## src/rtl/noise_pkg.sv

```systemverilog
// noise_pkg: shared constants, mode enum and LFSR tap-mask lookup
// for the noise_gen voice-path noise source.
package noise_pkg;

  localparam logic [31:0] DEFAULT_SEED = 32'd1;

  localparam int SHORT_TAP_HI = 7;
  localparam int SHORT_TAP_LO = 6;

  typedef enum logic {
    NOISE_FULL  = 1'b0,
    NOISE_SHORT = 1'b1
  } noise_mode_e;

  // Mask bit n-1 set means state bit n is a feedback tap.
  function automatic logic [31:0] tap_mask(input int bits);
    logic [31:0] m;
    m = 32'h0;
    case (bits)
      16:      m = 32'h0000_D008;
      24:      m = 32'h00E1_0000;
      31:      m = 32'h4800_0000;
      32:      m = 32'h8020_0003;
      default: m = 32'h0;
    endcase
    return m;
  endfunction

  function automatic bit legal_bits(input int bits);
    return (bits == 16) || (bits == 24) ||
           (bits == 31) || (bits == 32);
  endfunction

endpackage

```

## src/rtl/noise_rate_div.sv

```systemverilog
// noise_rate_div: step-rate divider. tick is high on enabled cycles
// where the count equals rate. Ports: clk, reset, enable, clear, rate, tick.
module noise_rate_div
  import noise_pkg::*;
#(
  parameter int RATE_BITS = 16
) (
  input  logic                 clk,
  input  logic                 reset,
  input  logic                 enable,
  input  logic                 clear,
  input  logic [RATE_BITS-1:0] rate,
  output logic                 tick
);

  logic [RATE_BITS-1:0] cnt_q;
  logic [RATE_BITS-1:0] cnt_d;

  assign tick = enable && (cnt_q == rate);

  // A count above a lowered rate simply wraps round to meet it.
  always_comb begin
    cnt_d = cnt_q;
    if (clear) begin
      cnt_d = '0;
    end else if (tick) begin
      cnt_d = '0;
    end else if (enable) begin
      cnt_d = cnt_q + 1'b1;
    end
  end

  always_ff @(posedge clk or posedge reset) begin
    if (reset) begin
      cnt_q <= '0;
    end else begin
      cnt_q <= cnt_d;
    end
  end

endmodule

```

## src/rtl/noise_gen.sv

```systemverilog
// noise_gen: Fibonacci LFSR noise source with rate divider, seeding,
// short (127) mode, lock-up recovery and a valid/ready sample port.
// Ports: clk, reset, enable, seed_load, seed, mode, rate,
// sample_data/valid/ready, overrun, clear_overrun, lockup.
module noise_gen
  import noise_pkg::*;
#(
  parameter int LFSR_BITS = 31,
  parameter int WIDTH     = 16,
  parameter int RATE_BITS = 16
) (
  input  logic                 clk,
  input  logic                 reset,
  input  logic                 enable,
  input  logic                 seed_load,
  input  logic [LFSR_BITS-1:0] seed,
  input  logic                 mode,
  input  logic [RATE_BITS-1:0] rate,
  output logic [WIDTH-1:0]     sample_data,
  output logic                 sample_valid,
  input  logic                 sample_ready,
  output logic                 overrun,
  input  logic                 clear_overrun,
  output logic                 lockup
);

  localparam logic [31:0] MASK32 = tap_mask(LFSR_BITS);
  localparam logic [LFSR_BITS-1:0] MASK =
    MASK32[LFSR_BITS-1:0];
  localparam logic [LFSR_BITS-1:0] SEED0 =
    DEFAULT_SEED[LFSR_BITS-1:0];

  generate
    if (!legal_bits(LFSR_BITS)) begin : g_bad_len
      $error("noise_gen: LFSR_BITS must be 16, 24, 31 or 32");
    end
    if (WIDTH > LFSR_BITS) begin : g_bad_width
      $error("noise_gen: WIDTH must not exceed LFSR_BITS");
    end
  endgenerate

  logic [LFSR_BITS-1:0] state_q, state_d;
  logic [WIDTH-1:0]     data_q, data_d;
  logic                 valid_q, valid_d;
  logic                 ovr_q, ovr_d;
  logic                 lock_q, lock_d;

  logic                 tick;
  logic                 step;
  logic                 lock_c;
  logic [LFSR_BITS-1:0] next_c;
  noise_mode_e          mode_e;

  assign mode_e = noise_mode_e'(mode);

  // A seed load in a tick cycle swallows that step.
  assign step = tick && !seed_load;

  noise_rate_div #(
    .RATE_BITS(RATE_BITS)
  ) u_div (
    .clk   (clk),
    .reset (reset),
    .enable(enable),
    .clear (seed_load),
    .rate  (rate),
    .tick  (tick)
  );

  always_comb begin
    lock_c = 1'b0;
    next_c = state_q;
    if (mode_e == NOISE_SHORT) begin
      if (state_q[SHORT_TAP_HI-1:0] == '0) begin
        lock_c = 1'b1;
        next_c = {state_q[LFSR_BITS-2:0], 1'b1};
      end else begin
        next_c = {state_q[LFSR_BITS-2:0],
                  state_q[SHORT_TAP_HI-1] ^
                  state_q[SHORT_TAP_LO-1]};
      end
    end else begin
      if (state_q == '0) begin
        lock_c = 1'b1;
        next_c = SEED0;
      end else begin
        next_c = {state_q[LFSR_BITS-2:0],
                  ^(state_q & MASK)};
      end
    end
  end

  always_comb begin
    state_d = state_q;
    data_d  = data_q;
    valid_d = valid_q;
    ovr_d   = ovr_q;
    lock_d  = step && lock_c;
    if (seed_load) begin
      state_d = (seed == '0) ? SEED0 : seed;
    end else if (step) begin
      state_d = next_c;
    end
    if (step) begin
      data_d  = next_c[WIDTH-1:0];
      valid_d = 1'b1;
    end else if (valid_q && sample_ready) begin
      valid_d = 1'b0;
    end
    // An overrun event beats a simultaneous clear.
    if (step && valid_q && !sample_ready) begin
      ovr_d = 1'b1;
    end else if (clear_overrun) begin
      ovr_d = 1'b0;
    end
  end

  always_ff @(posedge clk or posedge reset) begin
    if (reset) begin
      state_q <= SEED0;
      data_q  <= '0;
      valid_q <= 1'b0;
      ovr_q   <= 1'b0;
      lock_q  <= 1'b0;
    end else begin
      state_q <= state_d;
      data_q  <= data_d;
      valid_q <= valid_d;
      ovr_q   <= ovr_d;
      lock_q  <= lock_d;
    end
  end

  assign sample_data  = data_q;
  assign sample_valid = valid_q;
  assign overrun      = ovr_q;
  assign lockup       = lock_q;

endmodule

```

## config.mk

```make
export PLATFORM = sky130hd
export DESIGN_NAME = noise_gen
export DESIGN_NICKNAME = d
export VERILOG_FILES = /design/src/rtl/noise_pkg.sv /design/src/rtl/noise_rate_div.sv /design/src/rtl/noise_gen.sv
export SDC_FILE = /design/constraint.sdc
export NUM_CORES = 1
export LEC_CHECK = 0
export BUFFER_PORTS_ARGS = -buffer_cell sky130_fd_sc_hd__buf_2
export CORE_MARGIN = 3
export CORE_UTILIZATION = 50
export CTS_CLUSTER_DIAMETER = 80
export DETAILED_ROUTE_END_ITERATION = 12
export PLACE_DENSITY = 0.74
export SKIP_LAST_GASP = 1
export SLEW_MARGIN = 5
export SYNTH_ARGS = -nofsm -noshare
export SYNTH_HDL_FRONTEND = slang
export SYNTH_SLANG_ARGS = --single-unit
export TNS_END_PERCENT = 1
```

## constraint.sdc

```tcl
create_clock -name clk -period 3.9 [get_ports clk]
set_input_delay 0.195 -clock clk [delete_from_list [all_inputs] [get_ports clk]]
set_output_delay 0.195 -clock clk [all_outputs]
set_load 0.005 [all_outputs]
```

# After elaboration in Yosys (flattened, before gate mapping)
# Index checks and enable logic that the tools add are counted.
# word_totals
wordCells	41
output_inout_bits	19
in_bits	54
reg_bits	66
n_memories	0
rom_bits	0
latch_bits	0
ram_bits	0
# op_classes
eq_ne	1
mux	16
n_addsub	1
magnitude_cmp	0
n_shift	0
div	0
bitwise	1
reduce_logical	16
multipliers	0
# op_table
operator	n
$mux 31	5
$logic_not 31->1	2
$mux 16	3
$reduce_xor 31->1	1
$add 16x1->16 const B	1
$eq 16x16->1	1
$mux 1	8
$logic_not 7->1	1
$logic_and 1x1->1	6
$reduce_bool 2->1	3
$reduce_bool 3->1	1
$logic_not 1->1	2
$xor 1x1->1	1

# Depth between registers and ports, before layout
# depth
ltp_word	6
ltp_mapped	7
mapped_depth_nobuf	6

# By module
# Synthesis repeated with hierarchy kept, for this count alone.
# unflattened
hier_cells	325
hier_area_um2	3463.3
# modules_own_cells
module	seq_area_each_um2	instances	area_each_um2	cells_each
noise_gen	1252.5	1	2297.2	214
noise_rate_div	400.4	1	1166.1	111

# Worst setup path before layout
# OpenSTA, ideal clock, no wires.
# synth_timing
path_kind	reg2reg
start	reg u_div.cnt_q[15]
end	reg state_q[15]
path_slack_ps	2043
n_path_buf	1
setup_time_ps	131
synth_period_minus_slack_ps	1857
arrival_ps	1726
required_time_ps	3769
stages_incl_launch_ff	7
cell_sequence	dfrtp_1 xor2_1 a2111o_1 or3_1 o21ai_2 buf_6 o211ai_1
# synth_between
elab_chain_len	4
# synth_rtl
element	line	text
start: declaration	noise_rate_div.sv:16	logic [RATE_BITS-1:0] cnt_q;
start signal: assignment	noise_rate_div.sv:37	cnt_q <= cnt_d;
$eq 16x16->1	noise_rate_div.sv:19	assign tick = enable && (cnt_q == rate);
$logic_and 1x1->1	noise_rate_div.sv:19	
$logic_and 1x1->1	noise_gen.sv:57	assign step = tick && !seed_load;
$reduce_bool 2->1 (no source line)	-	
end signal: assignment	noise_gen.sv:126	state_q <= state_d;
end: declaration	noise_gen.sv:42	logic [LFSR_BITS-1:0] state_q, state_d;
# No other way between the ends.
# A chain may end at the register's enable or synchronous reset.

# Worst setup path in the final report
# layout_timing
start	reg u_div.cnt_q[8]
end	reg state_q[16]
# Same word-level chain as after synthesis.

==> parameters.txt <==
Parameter                              Value

Layout
  Final layout net count    between 400 and 500
  Antenna fix cells    0
  Ratio of cells with drive above 1 in the final layout    0.236
  Synthesis-to-layout area growth    17.0%

Die
  Ports placed on the boundary    73
  Die height    approximately 87 µm
  Overall die width    just under 90 µm
  Effective utilization at floorplan    0.520
  Row cnt    29
  Standard cell core area    between 0.006 and 0.007 mm²
  Die area    about 0.0077 mm²

Setup path
  CP Data Required Time    a little over 4000 ps
  Class of the most critical setup path    reg2reg
  Critical path launch point type    flip-flop
  Critical path peak fanout    29
  Worst setup EP type    flip-flop
  Arrival time at the worst endpoint    2830 ps

Timing
  Total negative slack    0 ps
  Portion of the clock cycle consumed by the worst path in the final layout    0.681
  Worst Tran Pin Value    967 ps
  Normalized max-slew margin    0.356
  Final count of hold timing violations    0
  Final period demand of the worst path    approximately 2700 ps
  Setup repair after global routing missed its margin    false
  Achievable Freq    ~380 MHz
  Max Clock Skew    around 7.8 ps
  Setup-failing EPs final    0
  Final Slew Violations    0

Yosys
  Post-synthesis cell type count    37
  Synth Warn #    0
  Sequential share of the synthesized area    0.498
  Avg Inst Size Synth    ~9.5 µm²
  Area of the mapped netlist    0.00332 mm²
  Fraction of registers with async set/reset    1.00
  Synthesized instance count    between 300 and 400
  Number of register bits inferred by synthesis    66
  Number of enable flip-flop cells after synthesis    0
  Primary FF master, synth    dfrtp_1
  Synthesized Nets    403

Detailed routing
  Number of DRC violations after detailed-routing iteration 0    between 200 and 250
  Number of remaining DRC errors    0
  Vias    2816
  Detailed-route vias per instance    5.62
  Average wire per standard cell    roughly 16 µm
  Antenna-violating nets left    0
  DR pass1 iterations    4
  Sum of routed wire length over all layers    between 8000 and 9000 µm

Global routing
  Vias in the first global route    between 2k and 3k
  GRT Util Overall    0.224
  First-pass GRT wire length    roughly 13000 µm
  Overflow left after global routing    0
  Maximum number of pins on one net before global-route repair    between 40 and 50
  Antenna violations before repair    0

Clock network
  Post-CTS clock slew at the launch and capture registers of the worst setup and hold paths    approximately 70 ps
  Post-CTS setup-driven buffer insertion count    0
  Number of gates resized after cts    0
  Post-CTS Hold Buffers    0
  Clock Root Buffer    clkbuf_8
  Clock Sink Count    between 60 and 70
  Clk Latency, worst-skew pair    340 ps
  Number of buffers inserted during clock tree synthesis    9
  Total number of H-tree levels    3
  Maximum count of clock buffers along a single path    2
  Clock tree from TritonCTS    built

Place
  Routability Congestion    just under 0.9
  Port buffer count    between 70 and 80
  HPWL after detailed placement    just under 6000 µm

Worst hold path
  Classification of the worst-slack hold path    in2async

Power
  Power Total    1.40 mW
  VDD IR max    approximately 0.25 mV
  Leakage power of the design    approximately 1.8 nW
  Pwr dens    roughly 360 mW/mm²

Status
  Result of the run    completed

Job
  Max-capacitance violation count    0
layout by cell type (no fill, tap or decap), drive strengths merged, types with 5 or more instances in the layout:
master and n:
xor2 12, nor2 21, clkbuf 11, nand4 8
o21ai 35, inv 38, mux2i 12, nand3 33
nor3 5, nor4 17, xnor2 17, dfrtp 65
o211ai 15, nand2 26, buf 76
registers in the layout, indices dropped and copies added (netlist names):
name and cells:
sample_valid 1, u_div.cnt_q 16, lockup 1, state_q 31, sample_data 16, overrun 1
cell families after synthesis:
| logic type | count (synthesis) | synth area share |
|---|---|---|
| and+or+nand+nor | 121 | 0.186 |
| muxes | 16 | 0.0497 |
| AOI/OAI and AO/OA | 61 | 0.113 |
| xor gates and xnor gates | 29 | 0.0765 |
| adders and majority gates | 1 | 0.00377 |
| DFF | 66 | 0.498 |
| buffers and inverters | 54 | 0.0738 |
power by group:
| group | switching, mW | internal, mW |
|---|---|---|
| sequential | 0.0310 | 0.718 |
| clock | 0.267 | 0.245 |
| combinational | 0.0799 | 0.0617 |
critical path: stages, from the launching register on:
cell and delay, ps:
dfrtp_1 420, xnor2_1 270, nand2_1 140, nor4_4 260, buf_4 330, and2_1 820, o21ai_0 240
area by class of cell:
| type | instances | area, µm² |
|---|---|---|
| Fill cell | 584 | 2500 |
| Sequential cell | 66 | 1650 |
| Multi-Input combinational cell | 228 | 1430 |
| Timing Repair Buffer | 76 | 390 |
| Inverter | 38 | 143 |
| Clock buffer | 11 | 141 |
| Tap cell | 77 | 96.3 |
| Clock inverter | 5 | 30.0 |
cells in the mapped netlist (3+ instances only):
master,n,share of area
dfrtp_1,65,0.49
inv_1,38,0.043
nand3_1,33,0.050
nand2_1,26,0.029
o21ai_0,23,0.035
nor2_1,21,0.024
xnor2_1,17,0.045
nor4_1,15,0.028
o211ai_1,15,0.034
mux2i_1,12,0.036
xor2_1,12,0.032
o21ai_1,11,0.017
nand4_1,8,0.015
buf_2,7,0.011
nor3_1,5,0.0075
and3_1,4,0.0075
mux2_2,4,0.014
buf_4,3,0.0068
buf_6,3,0.010
nand2b_1,3,0.0057
o2111ai_1,3,0.0079
o22ai_1,3,0.0057
stage by stage:
stage	area, µm²	hold WS [ps]	setup slack (ps)	std cells	util
final	3880	47.1	1250	501	0.608
after global routing	3880	40.5	1030	501	0.608
after CTS	3880	33.5	1220	501	0.608
after detailed placement	3710	400	1210	485	0.582
after global placement	3710	391	1400	485	0.582
after floorplan	3320	304	2040	348	-
layer usage:
layer | routed length, µm | GRT usage | up-vias
li1 | - | - | 1354
met1 | 3670 | 0.315 | 1364
met2 | 3910 | 0.340 | 87
met3 | 420 | 0.0369 | 11
met4 | 125 | 0.100 | 0
met5 | 0 | 0 | -
worst paths after layout:
path,slack [ps],cells past startpoint,to,startpoint
max,1250,6,state_q[16],u_div.cnt_q[8]
min,50,2,state_q[16],reset
max reg2reg,1250,6,state_q[16],u_div.cnt_q[8]
min reg2reg,510,2,sample_valid,sample_valid
max in group asynchronous,2990,3,u_div.cnt_q[10],reset
min in group clk,50,2,overrun,clear_overrun
(Power assumes the default switching activity.)
